## src/rtl/tm1640_rx.sv

```systemverilog
// Passive TM1640 bus receiver. It samples tm_clk/tm_din, rebuilds the bytes
// the transmitter sends and decodes them into display RAM, brightness and the
// on/off flag. The bus is only observed; nothing is ever driven onto it.
module tm1640_rx #(
    parameter int NUM_DIGITS  = 9,
    parameter int SYNC_STAGES = 2
) (
    input  logic                    clk,
    input  logic                    rst,
    input  logic                    tm_clk,
    input  logic                    tm_din,
    output logic [8*NUM_DIGITS-1:0] data_pack,
    output logic [2:0]              level,
    output logic                    disp_on,
    output logic [7:0]              rx_byte,
    output logic                    byte_valid,
    output logic                    frame_done,
    output logic                    err
);

    typedef enum logic [1:0] {
        ST_IDLE,
        ST_CMD,
        ST_DATA,
        ST_WAIT_STOP
    } state_t;

    // Digit index range as a 5-bit value so that 16 digits still compares cleanly.
    localparam logic [4:0] NUM_DIGITS_L = 5'(NUM_DIGITS);

    // Synchronizer chains plus one extra stage for edge detection.
    logic [SYNC_STAGES-1:0] clk_sync_q;
    logic [SYNC_STAGES-1:0] din_sync_q;
    logic                   clk_prev_q;
    logic                   din_prev_q;
    logic                   clk_cur;
    logic                   din_cur;

    // Frame state.
    state_t      state_q,      state_d;
    logic [7:0]  sr_q,         sr_d;
    logic [2:0]  bitcnt_q,     bitcnt_d;
    logic        byte_pend_q,  byte_pend_d;
    logic        fixed_addr_q, fixed_addr_d;
    logic [3:0]  addr_q,       addr_d;

    // Registered outputs.
    logic [7:0]  rx_byte_q,    rx_byte_d;
    logic        byte_valid_q, byte_valid_d;
    logic        frame_done_q, frame_done_d;
    logic        err_q,        err_d;
    logic [2:0]  level_q,      level_d;
    logic        disp_on_q,    disp_on_d;

    // Decoded bus events.
    logic        start_cond;
    logic        stop_cond;
    logic        bit_rise;
    logic        digit_we;

    assign clk_cur = clk_sync_q[SYNC_STAGES-1];
    assign din_cur = din_sync_q[SYNC_STAGES-1];

    // Start/stop are data transitions while the bus clock is high on both samples;
    // a bit is a bus clock rise, which by construction cannot coincide with either.
    assign start_cond = clk_prev_q & clk_cur &  din_prev_q & ~din_cur;
    assign stop_cond  = clk_prev_q & clk_cur & ~din_prev_q &  din_cur;
    assign bit_rise   = ~clk_prev_q & clk_cur & (state_q != ST_IDLE);

    // Bring the asynchronous bus pins into the clk domain; reset to the idle-high bus level.
    always_ff @(posedge clk) begin
        if (rst) begin
            clk_sync_q <= '1;
            din_sync_q <= '1;
            clk_prev_q <= 1'b1;
            din_prev_q <= 1'b1;
        end else begin
            clk_sync_q <= {clk_sync_q[SYNC_STAGES-2:0], tm_clk};
            din_sync_q <= {din_sync_q[SYNC_STAGES-2:0], tm_din};
            clk_prev_q <= clk_cur;
            din_prev_q <= din_cur;
        end
    end

    // Frame/decode state register.
    always_ff @(posedge clk) begin
        if (rst) begin
            state_q      <= ST_IDLE;
            sr_q         <= '0;
            bitcnt_q     <= '0;
            byte_pend_q  <= 1'b0;
            fixed_addr_q <= 1'b0;
            addr_q       <= '0;
            rx_byte_q    <= '0;
            byte_valid_q <= 1'b0;
            frame_done_q <= 1'b0;
            err_q        <= 1'b0;
            level_q      <= '0;
            disp_on_q    <= 1'b0;
        end else begin
            state_q      <= state_d;
            sr_q         <= sr_d;
            bitcnt_q     <= bitcnt_d;
            byte_pend_q  <= byte_pend_d;
            fixed_addr_q <= fixed_addr_d;
            addr_q       <= addr_d;
            rx_byte_q    <= rx_byte_d;
            byte_valid_q <= byte_valid_d;
            frame_done_q <= frame_done_d;
            err_q        <= err_d;
            level_q      <= level_d;
            disp_on_q    <= disp_on_d;
        end
    end

    // Next-state logic: finish a pending byte first, then shift bits, then let
    // start/stop override the frame state.
    always_comb begin
        state_d      = state_q;
        sr_d         = sr_q;
        bitcnt_d     = bitcnt_q;
        byte_pend_d  = 1'b0;
        fixed_addr_d = fixed_addr_q;
        addr_d       = addr_q;
        rx_byte_d    = rx_byte_q;
        byte_valid_d = 1'b0;
        frame_done_d = 1'b0;
        err_d        = 1'b0;
        level_d      = level_q;
        disp_on_d    = disp_on_q;
        digit_we     = 1'b0;

        if (byte_pend_q) begin
            rx_byte_d    = sr_q;
            byte_valid_d = 1'b1;
            case (state_q)
                ST_CMD: begin
                    state_d = ST_WAIT_STOP;
                    case (sr_q[7:6])
                        2'b01: fixed_addr_d = sr_q[2];
                        2'b11: begin
                            addr_d  = sr_q[3:0];
                            state_d = ST_DATA;
                        end
                        2'b10: begin
                            disp_on_d = sr_q[3];
                            level_d   = sr_q[2:0];
                        end
                        default: err_d = 1'b1;
                    endcase
                end
                ST_DATA: begin
                    // Addresses beyond the exposed digits are consumed but not stored.
                    digit_we = ({1'b0, addr_q} < NUM_DIGITS_L);
                    if (!fixed_addr_q) begin
                        addr_d = addr_q + 4'd1;
                    end
                end
                ST_WAIT_STOP: err_d = 1'b1;
                default: ;
            endcase
        end

        if (bit_rise) begin
            sr_d = {din_cur, sr_q[7:1]};
            if (bitcnt_q == 3'd7) begin
                bitcnt_d    = 3'd0;
                byte_pend_d = 1'b1;
            end else begin
                bitcnt_d = bitcnt_q + 3'd1;
            end
        end

        if (start_cond) begin
            if (state_q != ST_IDLE && bitcnt_q != 3'd0) begin
                err_d = 1'b1;
            end
            state_d  = ST_CMD;
            bitcnt_d = 3'd0;
        end else if (stop_cond && state_q != ST_IDLE) begin
            frame_done_d = 1'b1;
            if (bitcnt_q != 3'd0) begin
                err_d = 1'b1;
            end
            state_d  = ST_IDLE;
            bitcnt_d = 3'd0;
        end
    end

    // One register per digit, written when its address receives a data byte.
    genvar gi;
    generate
        for (gi = 0; gi < NUM_DIGITS; gi++) begin : g_digit
            logic [7:0] digit_q;

            // Capture the completed byte into this digit.
            always_ff @(posedge clk) begin
                if (rst) begin
                    digit_q <= '0;
                end else if (digit_we && addr_q == 4'(gi)) begin
                    digit_q <= sr_q;
                end
            end

            assign data_pack[8*gi +: 8] = digit_q;
        end
    endgenerate

    assign level      = level_q;
    assign disp_on    = disp_on_q;
    assign rx_byte    = rx_byte_q;
    assign byte_valid = byte_valid_q;
    assign frame_done = frame_done_q;
    assign err        = err_q;

endmodule

```

## config.mk

```make
export PLATFORM = sky130hd
export DESIGN_NAME = tm1640_rx
export DESIGN_NICKNAME = d
export VERILOG_FILES = /design/src/rtl/tm1640_rx.sv
export SDC_FILE = /design/constraint.sdc
export NUM_CORES = 1
export LEC_CHECK = 0
export CORE_MARGIN = 5
export CORE_UTILIZATION = 35
export DETAILED_ROUTE_END_ITERATION = 8
export GPL_ROUTABILITY_DRIVEN = 0
export PLACE_DENSITY = 0.58
export SLEW_MARGIN = 20
export SYNTH_ARGS = -nofsm -noshare
export SYNTH_HDL_FRONTEND = slang
export SYNTH_SLANG_ARGS = --single-unit
```

## constraint.sdc

```tcl
create_clock -name clk -period 2.4 [get_ports clk]
set_input_delay 0.36 -clock clk [delete_from_list [all_inputs] [get_ports clk]]
set_output_delay 0.36 -clock clk [all_outputs]
set_load 0.05 [all_outputs]
```

[Word level (Yosys, flattened, before mapping)]
Index checks and enable logic that the tools add are counted.
Cells by class
  $add $sub $neg: 2
  magnitude comparators: 1
  equality and inequality tests: 17
  mux-type cells: 21
  bitwise gates (word level): 11
  reductions and logical operators: 26
Operators by type and width (number)
  $eq A4 B3 Y1 const B: 4
  $mux W1: 16
  $logic_and A1 B1 Y1: 11
  $reduce_bool A3 Y1: 3
  $eq A2 B2 Y1 const B: 4
  $eq A4 B2 Y1 const B: 2
  $mux W4: 2
  $pmux W4 S2: 1
  $and A1 B1 Y1: 7
  $reduce_and A3 Y1: 2
  $reduce_or A3 Y1: 2
  $add A4 B1 Y4 const B: 1
  $eq A2 B1 Y1 const B: 2
  $eq A4 B1 Y1 const B: 1
  $eq A4 B4 Y1 const B: 1
  $logic_not A4 Y1: 1
  $lt A4 B4 Y1 const B: 1
  $not A1 Y1: 4
  $reduce_and A2 Y1: 2
  $reduce_and A4 Y1: 1
  $reduce_bool A2 Y1: 2
  $reduce_or A2 Y1: 2
  $add A3 B1 Y3 const B: 1
  $eq A3 B3 Y1 const B: 1
  other kinds (4): 4
Storage, ports and cells
  bits in registers: 112
  input bits: 4
  output and inout bits: 87
  word-level logic and storage cells: 104

[Depth between registers and ports, before layout]
Gate-level depths: netlist of run 1.
  depth in word-level cells: 8
  depth in mapped cells: 7
  mapped depth without buffers: 6

[Least setup slack after synthesis of run 1]
OpenSTA, ideal clock, no wires.
  kind: reg2reg
  from: reg addr_q[0]
  to: reg g_digit[8].digit_q[0]
  setup time: 0.128 ns
  data arrival time: 1.452 ns
  required time: 2.272 ns
  slack: 0.821 ns
  cell stages (with the launch flop): 7
  buffers on the path: 0
  period minus slack after synthesis: 1.579 ns
  cells stage by stage: dfxtp_1 > inv_1 > ha_1 > nand3b_1 > nor3_4 > mux2i_1 > nor2_1
Between the ends
  longest elaborated chain between the ends: 4
  elaborated cells on any way between the ends: 5
  those cells by class: order compare (1); eq/ne (1); mux (2); reduce/logical (1)
Ends and longest elaborated chain
  start, declared: RTL line 45  | logic [3:0] addr_q, addr_d;
  start signal, assigned: RTL line 106  | addr_q <= addr_d;
  $lt A4 B4 Y1: RTL line 154  | digit_we = ({1'b0, addr_q} < NUM_DIGITS_L);
  $mux W1: RTL line 136  | case (state_q)
  $mux W1: RTL line 133  | if (byte_pend_q) begin
  $logic_and A1 B1 Y1 *: RTL line 200  | end else if (digit_we && addr_q == 4'(gi)) begin
  end signal, assigned: RTL line 201  | digit_q <= sr_q;
  end, declared: RTL line 194  | logic [7:0] digit_q;
Mark *: on every way between the ends. The rest lies on a longest branch, timed or not.
A chain may end at the register's enable or synchronous reset.

[Final worst setup path of run 1]
  from: reg state_q[1]
  to: reg g_digit[2].digit_q[3]
Between the ends
  longest elaborated chain between the ends: 4
Ends and longest elaborated chain
  start, declared: RTL line 40  | state_t state_q, state_d;
  start signal, assigned: RTL line 101  | state_q <= state_d;
  $eq A2 B2 Y1: RTL line 136
  $mux W1: RTL line 136
  $mux W1: RTL line 133
  $logic_and A1 B1 Y1: RTL line 200
  end signal, assigned: RTL line 201
  end, declared: RTL line 194
Every way passes these cells.

==> results.sh, run 1 <==
export IMPL_status="complete, no violations"
export IMPL_vias_per_cell=4.63
export IMPL_setup_tns_ns=0
export IMPL_r2r_cells=4
export IMPL_syn_to_final_growth_pct=29.9
export IMPL_synth_top_area_frac=0.516
export IMPL_fin_util=0.466
export IMPL_crit_chain="and4bb_2 -> nand3b_1 -> mux2i_1 -> nor2_1"
export IMPL_insertion_delay_ns=0.35
export IMPL_startpoint="state_q[1]"
export IMPL_root_buffer="clkbuf_16"
export IMPL_finalNetCount=508
export IMPL_skew_ns=0.00957
export IMPL_cts_setup_buffers=0
export IMPL_grt_pass1_wl_um=17900
export IMPL_synthArstFlopShare=0
export IMPL_dpl_instance_area_um2=5330
export IMPL_grt_pass1_vias=3255
export IMPL_setup_violations=0
export IMPL_cts_resized=0
export IMPL_fmax_ghz=0.517
export IMPL_synth_top_area_cell="dfxtp_1"
export IMPL_worst_slew_pin_slew_ns=0.745
export IMPL_yosysUniqueCellTypes=37
export IMPL_die_w_um=121
export IMPL_ir_worst_vdd_mv=0.350
export IMPL_critPathLaunchType="flip-flop"
export IMPL_fin_crit_ns=1.94
export IMPL_first_pass_iters=4
export IMPL_critPathSlowestCell="dfxtp_1"
export IMPL_syn_num_nets=434
export IMPL_drt_iter0_drc=145
export IMPL_fin_area_um2=5640
export IMPL_reg2reg_slack_ns=0.46
export IMPL_dp_cells=653
export IMPL_critical_path_max_fanout=9
export IMPL_die_height_um=121
export IMPL_grtUsageTotal=0.155
export IMPL_r2r_start="state_q[1]"
export IMPL_clock_sinks=112
export IMPL_clock_path_buffers=2
export IMPL_drc=0
export IMPL_cts_tree="built"
export IMPL_avgSynthCellArea_um2=10.3
export IMPL_ys_seq_area_frac=0.516
export IMPL_final_hold_viol_count=0
export IMPL_ys_ff_latch=112
export IMPL_fill_cells=1208
export IMPL_cap_violations=0
export IMPL_crit_end="g_digit[2].digit_q[3]"
export IMPL_worstSetupPathType="reg -> reg"
export IMPL_synth_commonest_cells="112 x dfxtp_1, 101 x nor2_1, 95 x mux2i_1"
export IMPL_antenna_found_initial=0
export IMPL_yosys_warnings=0
export IMPL_cpPeakStageDelay_ns=0.55
export IMPL_final_cell_count_no_fill=669
export IMPL_power_mw=3.50
export IMPL_r2r_end="g_digit[2].digit_q[3]"
export IMPL_critical_path_buf_inv_count=0
export IMPL_clk_pin_slew_worst_paths_ns=0.08
export IMPL_drive_gt1_frac=0.0798
export IMPL_cp_required_ns=2.64
export IMPL_start_util=0.359
export IMPL_p_per_area_nw_per_um2=620
export IMPL_path_depth=4
export IMPL_n_antenna_cell=0
export IMPL_syn_cell_area_um2=4340
export IMPL_fp_dieArea_um2=14700
export IMPL_core_rowCount=40
export IMPL_rsz0062_at_grt="no"
export IMPL_vias=3100
export IMPL_hold_buffers=0
export IMPL_multi_input_area_um2=1930
export IMPL_routedWlPerCell_um=16.4
export IMPL_ioPinCount=91
export IMPL_end_kind="flip-flop"
export IMPL_synthTopCellsByArea="dfxtp_1 52%, mux2i_1 22%, nor2_1 8.7%, ha_1 2.3%, clkbuf_1 1.9%"
export IMPL_power_static_leakage_nw=2.43
export IMPL_routed_wl_um=11000
export IMPL_core_um2=12100
export IMPL_relSlewSlack=0.503
export IMPL_numCtsBuffers=9
export IMPL_hpwl_um=7400
export IMPL_htree_num_levels=3
export IMPL_yosysMostFrequentCell="dfxtp_1"
export IMPL_hold_class="reg -> reg"
export IMPL_synthFlopType="dfxtp_1"
export IMPL_portBuffers=90
export IMPL_arrival_ns=2.17
export IMPL_cp_top_family="simple AND/OR/NAND/NOR gates"
export IMPL_register_area_um2=2240
export IMPL_finalCritPeriodShare=0.807
export IMPL_synth_edf_count=0
export IMPL_synth_cells=422
export IMPL_ant_nets=0
export IMPL_grt_max_degree=70
export IMPL_overflow=0
export IMPL_maxSlewViolCount=0
worst min-delay path by stage:
stage,from,end,slack [ns],cells after the start
3_3_place_gp,clk_sync_q[0],clk_sync_q[1],0.39,1
4_1_cts,clk_sync_q[0],clk_sync_q[1],0.41,1
3_5_place_dp,clk_sync_q[0],clk_sync_q[1],0.39,1
5_1_grt,clk_sync_q[0],clk_sync_q[1],0.42,1
6_report,clk_sync_q[0],clk_sync_q[1],0.41,1
2_1_floorplan,clk_sync_q[0],clk_sync_q[1],0.39,1
power by group:
| part | internal (mW) | leakage, nW | switching (mW) |
|---|---|---|---|
| clock network | 0.854 | 0.157 | 0.711 |
| registers | 1.86 | 0.903 | 0.00734 |
| logic | 0.0213 | 1.37 | 0.0433 |
| total | 2.74 | 2.43 | 0.762 |
flip-flops by register name (all words and copies together), names as in the netlist:
name,cells
din_prev_q,1
fixed_addr_q,1
din_sync_q,2
clk_prev_q,1
frame_done,1
g_digit.digit_q,72
sr_q,8
err,1
byte_valid,1
level,3
byte_pend_q,1
disp_on,1
clk_sync_q,2
state_q,2
bitcnt_q,3
addr_q,4
rx_byte,8
cell families (layout without fill, tap and decap cells):
group           Yosys count  count (layout)  synth area share
compound gates           23              23            0.0334
fa+ha+maj                 8               8            0.0230
buf+inv                  37             116            0.0403
flops                   112             112             0.516
mux                      96              96             0.222
simple gates            146             146             0.165
area by class of cell:
cell class,count,share of cell area
sequential,112,0.397
timing repair buffer,95,0.166
inverter,5,0.00333
multi-input combinational,273,0.341
clock buffer,10,0.0424
clock inverter,6,0.0126
tap,168,0.0373
cells in the final DEF, fill, tap and decap left out, types with 2 or more instances in the layout:
cell / n
buf_4: 6
inv_8: 2
a21o_1: 3
nor3b_1: 2
ha_1: 8
nor2_1: 101
nand3_1: 3
o21ai_0: 5
clkinv_2: 2
nand2_1: 6
nand2b_1: 4
a21oi_1: 6
nor2b_1: 3
dfxtp_1: 112
nor3_1: 2
clkdlybuf4s50_1: 89
o21bai_1: 2
clkbuf_16: 9
o31ai_1: 2
nand3b_1: 6
nand3_2: 4
or2_2: 7
inv_1: 5
mux2i_1: 95
routing by layer:
metal  routed length (µm)  part of all wire  global-route usage  vias up
li1                     -                 -                   -     1550
met1                 4810              0.44               0.192     1493
met2                 5360              0.49               0.251       52
met3                  724             0.066              0.0648        5
met4                   82            0.0075              0.0378        0
met5                    0                 0                   0        -
through the flow:
stage               hold WS [ns]  setup WS [ns]
floorplan                  0.389          0.821
global placement           0.391          0.527
detailed placement         0.395          0.497
CTS                        0.413          0.438
global route               0.419          0.322
finish                     0.411          0.464
No activity file was read; power rests on OpenSTA's default activity.
==> inputs of run 2 (changes only) <==
==> constraint.sdc (replaced) <==
create_clock -name clk -period 1.95 [get_ports clk]
set_input_delay 0.2925 -clock clk [delete_from_list [all_inputs] [get_ports clk]]
set_output_delay 0.2925 -clock clk [all_outputs]
set_load 0.05 [all_outputs]
==> results.sh, run 2 (synthesis results as in run 1) <==
export IMPL_status="complete, no violations"
export IMPL_p_per_area_nw_per_um2=744
export IMPL_hold_buffers=0
export IMPL_overflow=0
export IMPL_clock_path_buffers=2
export IMPL_end_kind="output pin"
export IMPL_cts_resized=0
export IMPL_rsz0062_at_grt="no"
export IMPL_fin_util=0.471
export IMPL_root_buffer="clkbuf_16"
export IMPL_cpPeakStageDelay_ns=0.82
export IMPL_grt_pass1_vias=3308
export IMPL_r2r_start="state_q[1]"
export IMPL_start_util=0.359
export IMPL_maxSlewViolCount=0
export IMPL_critPathLaunchType="flip-flop"
export IMPL_insertion_delay_ns=0.35
export IMPL_fill_cells=1185
export IMPL_fmax_ghz=0.542
export IMPL_clk_pin_slew_worst_paths_ns=0.07
export IMPL_regMostFlops="g_digit.digit_q"
export IMPL_drc=0
export IMPL_final_common_cell="dfxtp_1"
export IMPL_numCtsBuffers=9
export IMPL_htree_num_levels=3
export IMPL_setup_tns_ns=0
export IMPL_worst_slew_pin_slew_ns=0.679
export IMPL_dp_cells=662
export IMPL_fp_dieArea_um2=14700
export IMPL_finalCritPeriodShare=0.947
export IMPL_fin_crit_ns=1.85
export IMPL_crit_chain="clkdlybuf4s50_1"
export IMPL_core_um2=12100
export IMPL_finalNetCount=517
export IMPL_portBuffers=90
export IMPL_hpwl_um=7620
export IMPL_hold_class="reg -> reg"
export IMPL_power_static_leakage_nw=2.47
export IMPL_grtUsageTotal=0.157
export IMPL_final_cell_count_no_fill=678
export IMPL_setup_violations=0
export IMPL_syn_to_final_growth_pct=31.5
export IMPL_fin_area_um2=5710
export IMPL_ant_nets=0
export IMPL_first_pass_iters=4
export IMPL_startpoint="g_digit[8].digit_q[0]"
export IMPL_arrival_ns=1.55
export IMPL_critical_path_max_fanout=2
export IMPL_worstSetupPathType="reg -> out"
export IMPL_min_delay_start="clk_sync_q[0]"
export IMPL_die_w_um=121
export IMPL_critPathSlowestCell="clkdlybuf4s50_1"
export IMPL_final_cell_mix="112 x dfxtp_1, 101 x nor2_1, 95 x mux2i_1"
export IMPL_routedWlPerCell_um=16.3
export IMPL_grt_max_degree=67
export IMPL_critical_path_buf_inv_count=1
export IMPL_skew_ns=0.00542
export IMPL_grt_pass1_wl_um=17900
export IMPL_cts_setup_buffers=0
export IMPL_cp_top_family="buffers and inverters"
export IMPL_vias_per_cell=4.71
export IMPL_ioPinCount=91
export IMPL_routed_wl_um=11000
export IMPL_drive_gt1_frac=0.0961
export IMPL_cp_required_ns=1.66
export IMPL_drt_iter0_drc=196
export IMPL_largest_reg_flops=72
export IMPL_n_antenna_cell=0
export IMPL_ir_worst_vdd_mv=0.501
export IMPL_antenna_found_initial=0
export IMPL_final_hold_viol_count=0
export IMPL_dpl_instance_area_um2=5410
export IMPL_die_height_um=121
export IMPL_clock_sinks=112
export IMPL_cap_violations=0
export IMPL_vias=3194
export IMPL_core_rowCount=40
export IMPL_relSlewSlack=0.548
export IMPL_cts_tree="built"
## run 2: final timing paths
path	slack, ns	to	cells past startpoint
min	0.41	clk_sync_q[1]	1
max	0.10	data_pack[64]	1
min reg2reg	0.41	clk_sync_q[1]	1
max reg2reg	0.24	g_digit[5].digit_q[4]	4
## run 2: metrics by stage
step	hold slack, ns	worst slack, ns	power, mW
after floorplan	0.389	0.371	2.41
after global placement	0.392	0.286	2.44
final	0.410	0.104	4.25
after CTS	0.411	0.0761	4.29
after detailed placement	0.394	0.210	2.44
after global routing	0.435	0.0461	4.42
## run 2: layout make-up
cell class	count	area, µm²	area share
clock buffer	10	239	0.0418
clock inverter	6	58.8	0.0103
inverter	5	18.8	0.00329
multi-input combinational	273	1930	0.337
sequential	112	2240	0.393
tap	168	210	0.0368
timing repair buffer	104	1020	0.178
## run 2: report_power, final
group	switching (mW)	total, mW	internal [mW]
combinational	0.0534	0.0814	0.0279
sequential	0.00870	2.30	2.29
clock	0.841	1.87	1.03
total	0.903	4.25	3.35
## run 2: layer usage
metal  share of wire  vias to the layer above  wire [µm]  global-route usage
li1                -                     1580          -                   -
met1            0.44                     1534       4850               0.192
met2            0.49                       70       5440               0.258
met3           0.056                       10        616              0.0466
met4           0.011                        0        118              0.0630
met5               0                        -          0                   0
